File: config.mk
export PLATFORM = sky130hd
export DESIGN_NAME = ova_capture
export DESIGN_NICKNAME = d
export VERILOG_FILES = /design/src/rtl/ova_pkg.sv /design/src/rtl/ova_pix_pack.sv /design/src/rtl/ova_capture.sv
export SDC_FILE = /design/constraint.sdc
export NUM_CORES = 1
export LEC_CHECK = 0
export BUFFER_PORTS_ARGS = -buffer_cell sky130_fd_sc_hd__buf_2
export CAP_MARGIN = 20
export CORE_ASPECT_RATIO = 1.4
export CORE_MARGIN = 2
export CORE_UTILIZATION = 50
export CTS_BUF_LIST = sky130_fd_sc_hd__clkbuf_2 sky130_fd_sc_hd__clkbuf_4 sky130_fd_sc_hd__clkbuf_8
export DETAILED_ROUTE_END_ITERATION = 7
export PLACE_DENSITY = 0.72
export SLEW_MARGIN = 30
export SYNTH_ARGS = -nofsm -noshare
export SYNTH_HDL_FRONTEND = slang
export SYNTH_SLANG_ARGS = --single-unit
File: constraint.sdc
create_clock -name i_pclk -period 3 [get_ports i_pclk]
set_input_delay 0.15 -clock i_pclk [delete_from_list [all_inputs] [get_ports i_pclk]]
set_output_delay 0.15 -clock i_pclk [all_outputs]
set_load 0.005 [all_outputs]
File: src/rtl/ova_pkg.sv
`default_nettype none
// ============================================================================
// Module      : ova_pkg
// Description : Shared definitions for the OV DVP capture front end.
//               - framing FSM state encoding
//               - bytes-per-pixel legality check
//               - default line length and counter width
// Revision    : 1.0 - initial release
// ============================================================================
package ova_pkg;

    typedef enum logic [1:0] {
        S_WAIT = 2'd0,   // waiting for a vsync pulse to begin
        S_VS   = 2'd1,   // inside vsync, decide capture at its trailing edge
        S_ACT  = 2'd2    // frame active, lines being captured
    } ova_state_t;

    localparam int c_PIX_BYTES_MIN = 1;
    localparam int c_PIX_BYTES_MAX = 2;
    localparam int c_LINE_PIX_DEF  = 640;
    localparam int c_CNT_W_DEF     = 12;

    function automatic bit pix_bytes_legal(input int pb);
        return (pb >= c_PIX_BYTES_MIN) && (pb <= c_PIX_BYTES_MAX);
    endfunction

endpackage
`default_nettype wire

File: src/rtl/ova_pix_pack.sv
`default_nettype none
// ============================================================================
// Module      : ova_pix_pack
// Description : Byte phase counter and pixel assembler. Takes the registered
//               sensor byte stream and produces one pixel word per
//               PIX_BYTES href-high bytes.
// Ports       : i_pclk, rst_n      clock, async active-low reset
//               clr_i              clear byte phase (frame start)
//               href_i             registered line valid
//               href_rise_i        first href-high byte of a line
//               data_i[7:0]        registered sensor byte
//               pix_o[15:0]        assembled pixel (valid with done_o)
//               done_o             pixel completes on this byte
//               phase_nz_o         a partial pixel is pending
// Revision    : 1.0 - initial release
// ============================================================================
module ova_pix_pack #(
    parameter int PIX_BYTES = 2,
    parameter int BYTE_SWAP = 0
) (
    input  logic        i_pclk,
    input  logic        rst_n,
    input  logic        clr_i,
    input  logic        href_i,
    input  logic        href_rise_i,
    input  logic [7:0]  data_i,
    output logic [15:0] pix_o,
    output logic        done_o,
    output logic        phase_nz_o
);

    localparam logic c_PH_LAST = (PIX_BYTES == 2);

    logic phase_q;
    logic w_phase_cur;

    // The first byte of a line always starts a new pixel, whatever the
    // phase register was left at by a previous truncated line.
    assign w_phase_cur = href_rise_i ? 1'b0 : phase_q;
    assign done_o      = href_i && (w_phase_cur == c_PH_LAST);
    assign phase_nz_o  = phase_q;

    always_ff @(posedge i_pclk or negedge rst_n) begin
        if (!rst_n) begin
            phase_q <= 1'b0;
        end else if (clr_i) begin
            phase_q <= 1'b0;
        end else if (href_i) begin
            phase_q <= ~done_o;
        end
    end

    if (PIX_BYTES == 1) begin : g_pb1
        assign pix_o = {8'h00, data_i};
    end else begin : g_pb2
        logic [7:0] byte0_q;

        always_ff @(posedge i_pclk or negedge rst_n) begin
            if (!rst_n) begin
                byte0_q <= 8'h00;
            end else if (href_i && !done_o) begin
                byte0_q <= data_i;
            end
        end

        if (BYTE_SWAP != 0) begin : g_swap
            assign pix_o = {data_i, byte0_q};
        end else begin : g_noswap
            assign pix_o = {byte0_q, data_i};
        end
    end

endmodule
`default_nettype wire

File: src/rtl/ova_capture.sv
`default_nettype none
// ============================================================================
// Module      : ova_capture
// Description : Frame-aware DVP capture front end. Tracks vsync/href framing,
//               packs 1 or 2 bytes per pixel, crops to a window latched at
//               frame start, emits sof/eol/eof markers, ping-pong buffer
//               select, frame counter and a sticky malformed-line flag.
// Ports       : i_pclk, rst_n             clock, async active-low reset
//               i_data, href, vsync       sensor pins
//               i_cap_en                  capture enable (sampled at frame start)
//               i_x0/i_x1/i_y0/i_y1       inclusive crop window
//               o_data, o_data_vld        pixel output
//               o_sof, o_eol, o_eof       frame / line markers
//               o_buf_sel                 ping-pong line buffer select
//               o_frame_act               frame capture in progress
//               o_line_err                sticky malformed-line flag
//               o_frame_cnt               completed frame count
// Revision    : 1.0 - initial release
// ============================================================================
module ova_capture
    import ova_pkg::*;
#(
    parameter int PIX_BYTES = 2,
    parameter int BYTE_SWAP = 0,
    parameter int LINE_PIX  = c_LINE_PIX_DEF,
    parameter int VSYNC_POL = 1,
    parameter int CNT_W     = c_CNT_W_DEF
) (
    input  logic             i_pclk,
    input  logic             rst_n,
    input  logic [7:0]       i_data,
    input  logic             href,
    input  logic             vsync,
    input  logic             i_cap_en,
    input  logic [CNT_W-1:0] i_x0,
    input  logic [CNT_W-1:0] i_x1,
    input  logic [CNT_W-1:0] i_y0,
    input  logic [CNT_W-1:0] i_y1,
    output logic [15:0]      o_data,
    output logic             o_data_vld,
    output logic             o_sof,
    output logic             o_eol,
    output logic             o_eof,
    output logic             o_buf_sel,
    output logic             o_frame_act,
    output logic             o_line_err,
    output logic [15:0]      o_frame_cnt
);

    if (!pix_bytes_legal(PIX_BYTES)) begin : g_bad_pix_bytes
        $error("ova_capture: PIX_BYTES must be 1 or 2");
    end

    localparam logic             c_VS_INV   = (VSYNC_POL == 0);
    localparam logic [CNT_W-1:0] c_LINE_PIX = CNT_W'(LINE_PIX);
    localparam logic [CNT_W-1:0] c_ONE      = CNT_W'(1);

    // ---------------------------------------------------------------- stage 1
    logic [7:0] data_q;
    logic       href_q, href_p_q;
    logic       vs_q, vs_p_q;

    // vs history resets to "active" so a vsync already high when reset is
    // released is not mistaken for a rising edge: capture needs a full pulse.
    always_ff @(posedge i_pclk or negedge rst_n) begin
        if (!rst_n) begin
            data_q   <= 8'h00;
            href_q   <= 1'b0;
            href_p_q <= 1'b0;
            vs_q     <= 1'b1;
            vs_p_q   <= 1'b1;
        end else begin
            data_q   <= i_data;
            href_q   <= href;
            href_p_q <= href_q;
            vs_q     <= vsync ^ c_VS_INV;
            vs_p_q   <= vs_q;
        end
    end

    logic w_vs_rise, w_vs_fall, w_href_rise, w_href_fall;
    assign w_vs_rise   =  vs_q   & ~vs_p_q;
    assign w_vs_fall   = ~vs_q   &  vs_p_q;
    assign w_href_rise =  href_q & ~href_p_q;
    assign w_href_fall = ~href_q &  href_p_q;

    // ------------------------------------------------------------ FSM state
    ova_state_t       state_q;
    logic [CNT_W-1:0] x_q, y_q;
    logic [CNT_W-1:0] x0_q, x1_q, y0_q, y1_q;
    logic             sof_pend_q;
    logic [15:0]      data_out_q;
    logic             vld_q, sof_q, eol_q, eof_q;
    logic             buf_sel_q, frame_act_q, line_err_q;
    logic [15:0]      frame_cnt_q;

    logic w_act_entry;
    assign w_act_entry = (state_q == S_VS) && w_vs_fall && i_cap_en;

    // --------------------------------------------------------------- packer
    logic [15:0] w_pix;
    logic        w_pix_done;
    logic        w_phase_nz;

    ova_pix_pack #(
        .PIX_BYTES (PIX_BYTES),
        .BYTE_SWAP (BYTE_SWAP)
    ) u_pack (
        .i_pclk      (i_pclk),
        .rst_n       (rst_n),
        .clr_i       (w_act_entry),
        .href_i      (href_q),
        .href_rise_i (w_href_rise),
        .data_i      (data_q),
        .pix_o       (w_pix),
        .done_o      (w_pix_done),
        .phase_nz_o  (w_phase_nz)
    );

    // ----------------------------------------------------- window compare
    logic             w_x_in, w_y_in;
    logic [CNT_W-1:0] w_x_inc, w_y_inc;

    assign w_x_in  = (x_q >= x0_q) && (x_q <= x1_q);
    assign w_y_in  = (y_q >= y0_q) && (y_q <= y1_q);
    // Saturating increments: an index stuck at all-ones stays there.
    assign w_x_inc = (&x_q) ? x_q : x_q + c_ONE;
    assign w_y_inc = (&y_q) ? y_q : y_q + c_ONE;

    // ------------------------------------------ framing FSM and outputs
    always_ff @(posedge i_pclk or negedge rst_n) begin
        if (!rst_n) begin
            state_q     <= S_WAIT;
            x_q         <= '0;
            y_q         <= '0;
            x0_q        <= '0;
            x1_q        <= '0;
            y0_q        <= '0;
            y1_q        <= '0;
            sof_pend_q  <= 1'b0;
            data_out_q  <= 16'h0000;
            vld_q       <= 1'b0;
            sof_q       <= 1'b0;
            eol_q       <= 1'b0;
            eof_q       <= 1'b0;
            buf_sel_q   <= 1'b0;
            frame_act_q <= 1'b0;
            line_err_q  <= 1'b0;
            frame_cnt_q <= 16'h0000;
        end else begin
            vld_q <= 1'b0;
            sof_q <= 1'b0;
            eol_q <= 1'b0;
            eof_q <= 1'b0;

            case (state_q)
                S_WAIT: begin
                    if (w_vs_rise) begin
                        state_q <= S_VS;
                    end
                end

                S_VS: begin
                    if (w_vs_fall) begin
                        if (i_cap_en) begin
                            state_q     <= S_ACT;
                            x0_q        <= i_x0;
                            x1_q        <= i_x1;
                            y0_q        <= i_y0;
                            y1_q        <= i_y1;
                            x_q         <= '0;
                            y_q         <= '0;
                            line_err_q  <= 1'b0;
                            sof_pend_q  <= 1'b1;
                            frame_act_q <= 1'b1;
                        end else begin
                            state_q <= S_WAIT;
                        end
                    end
                end

                S_ACT: begin
                    if (w_vs_rise) begin
                        state_q     <= S_VS;
                        eof_q       <= 1'b1;
                        frame_cnt_q <= frame_cnt_q + 16'd1;
                        frame_act_q <= 1'b0;
                        // A pixel landing on the frame end is dropped so
                        // eof never shares a cycle with valid data.
                        if (w_pix_done) begin
                            line_err_q <= 1'b1;
                        end
                    end else begin
                        // pix_done needs href high, line end needs it low,
                        // so the two branches never fire together.
                        if (w_pix_done) begin
                            if (w_x_in && w_y_in) begin
                                data_out_q <= w_pix;
                                vld_q      <= 1'b1;
                                sof_q      <= sof_pend_q;
                                eol_q      <= (x_q == x1_q);
                                sof_pend_q <= 1'b0;
                            end
                            x_q <= w_x_inc;
                        end
                        if (w_href_fall) begin
                            if ((x_q != c_LINE_PIX) || w_phase_nz) begin
                                line_err_q <= 1'b1;
                            end
                            if (w_y_in) begin
                                buf_sel_q <= ~buf_sel_q;
                            end
                            y_q <= w_y_inc;
                            x_q <= '0;
                        end
                    end
                end

                default: begin
                    state_q <= S_WAIT;
                end
            endcase
        end
    end

    assign o_data      = data_out_q;
    assign o_data_vld  = vld_q;
    assign o_sof       = sof_q;
    assign o_eol       = eol_q;
    assign o_eof       = eof_q;
    assign o_buf_sel   = buf_sel_q;
    assign o_frame_act = frame_act_q;
    assign o_line_err  = line_err_q;
    assign o_frame_cnt = frame_cnt_q;

endmodule
`default_nettype wire

== Yosys cells after proc, flatten, opt, wreduce, memory -nomap -nowiden ==
Index checks and enable logic that the tools add are counted.

* Register bits after elaboration: 135

* Reductions and logical operators: 25
* Equality and inequality tests: 18
* Bitwise gates (word level): 11
* Multiplexer cells: 47
* Add/subtract/negate cells: 3
* Order comparisons: 4

{| class="wikitable"
|+ Operators with widths
! operator !! count
|-
| $mux W12 || 9
|-
| $pmux W12 S2 || 2
|-
| $mux W1 || 29
|-
| $add A12 B1 Y12 const B || 2
|-
| $ge A12 B12 Y1 || 2
|-
| $le A12 B12 Y1 || 2
|-
| $reduce_and A12 Y1 || 2
|-
| $reduce_and A6 Y1 || 4
|-
| $add A16 B1 Y16 const B || 1
|-
| $ne A2 B2 Y1 const B || 7
|-
| $eq A12 B12 Y1 || 1
|-
| $ne A12 B10 Y1 const B || 1
|-
| $reduce_and A4 Y1 || 3
|-
| $ne A3 B3 Y1 const B || 3
|-
| $logic_and A1 B1 Y1 || 7
|-
| $not A1 Y1 || 7
|-
| $mux W2 || 3
|-
| $ne A3 B2 Y1 const B || 2
|-
| $pmux W1 S2 || 3
|-
| $and A1 B1 Y1 || 4
|-
| $ne A2 B1 Y1 const B || 2
|-
| $pmux W2 S2 || 1
|-
| $reduce_and A2 Y1 || 2
|-
| $reduce_bool A2 Y1 || 2
|-
| other kinds (7) || 7
|}

== Depth between registers and ports, before layout ==
* Depth in word-level cells: 8
* Mapped depth: 10
* Gate-level depth less buffers: 9

== Modules after synthesis ==
A second synthesis with hierarchy kept.

* Cells, all modules: 636
* Area total of the unflattened synthesis: 6580.1 um^2

{| class="wikitable"
|+ Modules (own cells, without submodules)
! module !! instances !! seq. area each (um^2) !! cells an instance !! area each (um^2)
|-
| ova_capture || 1 || 3155.5 || 605 || 6168.4
|-
| ova_pix_pack || 1 || 225.2 || 31 || 411.6
|}

== Least setup slack after synthesis ==
No wires, ideal clock.

* Path type: reg-to-reg
* Start: reg x_q[1]
* End: reg data_out_q[10], in the netlist o_data[10]
* Arrival time: 2.497 ns
* Path buffers: 1
* Cell stages (with the launch flop): 10
* Period minus slack after synthesis: 2.622 ns
* Setup time: 0.125 ns
* Required time: 2.875 ns
* Setup slack: 0.378 ns
* Cells stage by stage: dfrtp_1 -> ha_1 -> nor2b_4 -> o211ai_2 -> a21oi_1 -> or4b_1 -> a32oi_2 -> nand4_4 -> buf_6 -> mux2_4

* Cells in the longest elaborated chain, start to end: 4
* Elaborated cells on any way between the ends: 5
* Classes of those cells: order compare: 2; reduce/logical: 3

{| class="wikitable"
|+ RTL lines
! what !! RTL line !! text
|-
| from (decl) || ova_capture.sv:89 || <nowiki>logic [CNT_W-1:0] x_q, y_q;</nowiki>
|-
| from (signal assigned) || ova_capture.sv:204 || <nowiki>x_q <= w_x_inc;</nowiki>
|-
| $ge A12 B12 Y1 / $le A12 B12 Y1 (equally long branches) || ova_capture.sv:124 || <nowiki>assign w_x_in = (x_q >= x0_q) && (x_q <= x1_q);</nowiki>
|-
| $logic_and A1 B1 Y1 * || ova_capture.sv:124 ||
|-
| $logic_and A1 B1 Y1 * || ova_capture.sv:197 || <nowiki>if (w_x_in && w_y_in) begin</nowiki>
|-
| $reduce_and A4 Y1 (no line) * || -- ||
|-
| to (signal assigned) || ova_capture.sv:198 || <nowiki>data_out_q <= w_pix;</nowiki>
|-
| to (decl) || ova_capture.sv:92 || <nowiki>logic [15:0] data_out_q;</nowiki>
|}

Mark *: on every way between the ends. The rest lies on a longest branch, timed or not.
A chain may end at the register's enable or synchronous reset.

== Worst setup path after layout ==
* Start: reg y_q[0]
* End: reg data_out_q[0], in the netlist o_data[0]

* Cells in the longest elaborated chain, start to end: 4
* Elaborated cells on any way between the ends: 5
* Classes of those cells: order compare: 2; reduce/logical: 3

{| class="wikitable"
|+ RTL lines
! what !! RTL line !! text
|-
| from (decl) || ova_capture.sv:89 ||
|-
| from (signal assigned) || ova_capture.sv:213 || <nowiki>y_q <= w_y_inc;</nowiki>
|-
| $ge A12 B12 Y1 / $le A12 B12 Y1 (equally long branches) || ova_capture.sv:125 || <nowiki>assign w_y_in = (y_q >= y0_q) && (y_q <= y1_q);</nowiki>
|-
| $logic_and A1 B1 Y1 * || ova_capture.sv:125 ||
|-
| $logic_and A1 B1 Y1 * || ova_capture.sv:197 ||
|-
| $reduce_and A4 Y1 (no line) * || -- ||
|}

Marked as above.

==> reports/results.ini <==
[run_status]
status = complete, no violations

[placement]
gp_congestion = 0.842
portBuffers = 99
hpwlAfterDp_mm = 10.0

[synthesis]
yosys_warnings = 0
seq_area_frac_synth_pct = 50.7
syn_area_sq_um = 6660
synth_ff_type = dfrtp_1
ys_top_cells_by_area = dfrtp_1 (50%), mux2_2 (11%), ha_1 (11%)
syn_nets = 691
synthCells = 574
avgSynthCellArea_sq_um = 11.6
ys_ff_latch = 135
synth_edf_count = 0
yosysTopAreaCell = dfrtp_1
synthArstFlopShare_pct = 100
yosysUniqueCellTypes = 51
synth_top_area_share_pct = 50.0

[power]
totalPowerFinal_mw = 5.42
internal_power_mw = 3.61
ir_worst_vdd_mv = 0.399
clkPwrFrac_pct = 26.3
leakage_nw = 4.29
pwr-share-comb_pct = 27.9
p_sw_mw = 1.81
pwr-share-seq_pct = 45.7
switching_share_pct = 33.4
power_density_nw_per_um2 = 642

[detailed_routing]
ant_nets = 0
drtIter0Drc = 143
drc = 0
drt-total-wl_mm = 14.2
routedWlPerCell_um = 15.0
vias = 4869
drt-vias-per-instance = 5.15
firstDrtPassIters = 4

[worst_setup_path]
crit_arrival_ps = 3120
critPathMaxFanout = 18
critPathCaptureType = register
crit_path_start_kind = register
crit_type = reg2reg
crit_required_ps = 3320

[cells_and_area]
finish.net_count = 872
num_antenna_cells = 0
drive_gt1_share_pct = 29.4
area_delta_synth_final_pct = 26.7
fin_util_pct = 65.3

[die]
die_h_um = 141
rows = 49
pin_count = 100
core_sq_um = 12900
die-area_sq_um = 14300
initial_core_util_pct = 51.5
die-width_um = 102

[global_routing]
grt_pass1_vias = 5227
gr-usage-all-layers_pct = 21.0
grt_overflow = 0
grt_max_degree = 77
grt_pass1_wl_mm = 23.7
antenna_found_initial = 0

[sta]
slew_headroom_pct = 43.1
finalCriticalPeriod_ps = 2800
hold_viol = 0
period_share_pct = 93.2
setup_viol = 0
clock_skew_ps = 14.0
max_freq_mhz = 358
drv_slew = 0
worstMarginPinSlew_ps = 851

[clocking]
path_clk_slew_ps = 80
clock_sinks = 135
cts_tree = built
h-tree-depth = 4
insertion_delay_ps = 440
clockRootBuffer = clkbuf_8
cts_buffers = 17
clk_path_buf_depth = 2

[run]
drv_cap = 0

[hold_path]
hold_path.class = in2reg

## final cells by class
type                       instances  area (sq um)
multi-input combinational        371          3030
clock buffer                      18           248
tap                              178           223
timing repair buffer             171          1210
clock inverter                    14           131
sequential                       135          3380
fill                            1003          4490
inverter                          59           221
## cells in the final DEF, fill, tap and decap left out, drive strengths merged, types with 3 or more instances in the layout
master,netlist,routed
dfrtp,133,133
buf,2,112
mux2,72,72
inv,59,68
dlygate4sd3,0,59
ha,56,56
nor2,35,35
nand2,31,31
nand4,22,22
xnor2,20,20
a21oi,19,19
clkbuf,7,18
xor2,16,16
nand3,16,16
o21ai,12,12
nor4,8,8
nand2b,7,7
and3,7,7
nor2b,7,7
nor3,5,5
a21o,5,5
a211oi,3,3
clkinvlp,0,3
o211ai,3,3
## registers in the layout, indices dropped and copies added, names as in the netlist, 2 cells and up
signal                flops
y_q                      12
data_q                    8
x0_q                     12
o_frame_cnt              16
x1_q                     12
u_pack.g_pb2.byte0_q      8
o_data                   16
y1_q                     12
y0_q                     12
x_q                      12
state_q                   2
## kinds of logic after synthesis
logic type	share of synthesized area, %
flops	50.7
mux	12.7
fa+ha+maj	10.5
xor+xnor	4.73
compound gates	5.80
simple gates	11.5
buf+inv	3.96
## path summary, 6_finish.rpt
| check | end | start | slack [ps] | cells past startpoint |
|---|---|---|---|---|
| min in group asynchronous | x1_q[9]$_DFFE_PN0P_ | rst_n | 300 | 2 |
| setup reg to reg | o_data[0]$_DFFE_PN0P_ | y_q[0]$_DFFE_PN0P_ | 200 | 10 |
| setup / recovery | o_data[0]$_DFFE_PN0P_ | y_q[0]$_DFFE_PN0P_ | 200 | 10 |
| hold / removal | state_q[1]$_DFFE_PN0P_ | i_cap_en | 50 | 3 |
| max in group asynchronous | vs_p_q$_DFF_PN1_ | rst_n | 1930 | 3 |
| hold reg to reg | vs_p_q$_DFF_PN1_ | vs_q$_DFF_PN1_ | 410 | 0 |
## worst max-delay path, cell delays in order (launching register included)
cell	delay [ps]
dfrtp_1	390
inv_1	100
ha_1	290
nand2b_1	150
a2111oi_2	420
nor4_1	110
a2111oi_1	400
a21oi_1	180
nand4_4	130
buf_12	170
mux2_2	350
## Yosys cell counts (2+ instances only)
master,number
a2111oi_0,2
a211oi_1,3
a21o_1,5
a21oi_1,19
and3_1,7
clkbuf_1,7
dfrtp_1,133
dfstp_2,2
ha_1,56
inv_1,59
mux2_2,65
mux2_4,7
nand2_1,31
nand2b_1,7
nand3_1,16
nand4_1,21
nand4b_1,2
nor2_1,35
nor2b_1,6
nor3_1,5
nor4_1,8
nor4b_1,2
o211ai_1,2
o21ai_0,12
o22ai_1,2
xnor2_1,20
xor2_1,16
## stage by stage
| stage | cell area [sq um] | setup WS, ps | setup TNS [ps] | hold WS, ps | instances |
|---|---|---|---|---|---|
| finish | 8440 | 204 | 0 | 46.1 | 946 |
| global route | 8440 | -62.4 | -659 | 30.7 | 946 |
| CTS | 8410 | 47.3 | 0 | 29.2 | 944 |
| detailed placement | 7440 | 148 | 0 | 222 | 853 |
| global placement | 7440 | 156 | 0 | 207 | 853 |
| floorplan | 6660 | 378 | 0 | -146 | 574 |
## repair_timing
| item | 4_1_cts | 5_1_grt |
|---|---|---|
| resized for setup | 0 | 3 |
| hold buffers | 59 | 0 |
| setup buffers | 0 | 2 |
| hold endpoints to repair | 133 | 0 |
| setup endpoints to repair | 0 | 19 |
## per-layer routing
layer	GRT usage (%)	up-vias	wire length, um
met5	0	-	0
met4	7.61	0	332
met3	4.66	32	450
met2	38.4	110	7690
met1	23.3	2356	5730
li1	-	2371	-
## power groups by stage
| stage | Sequential, mW | Combinational [mW] | Clock (mW) |
|---|---|---|---|
| floorplan | 2.43 | 1.04 | 0 |
| detailed placement | 2.51 | 1.45 | 0 |
| CTS | 2.48 | 1.52 | 1.47 |
| finish | 2.48 | 1.51 | 1.43 |
| global placement | 2.49 | 1.37 | 0 |
| global route | 2.54 | 1.72 | 1.53 |
Power figures use the tool's default switching activity.
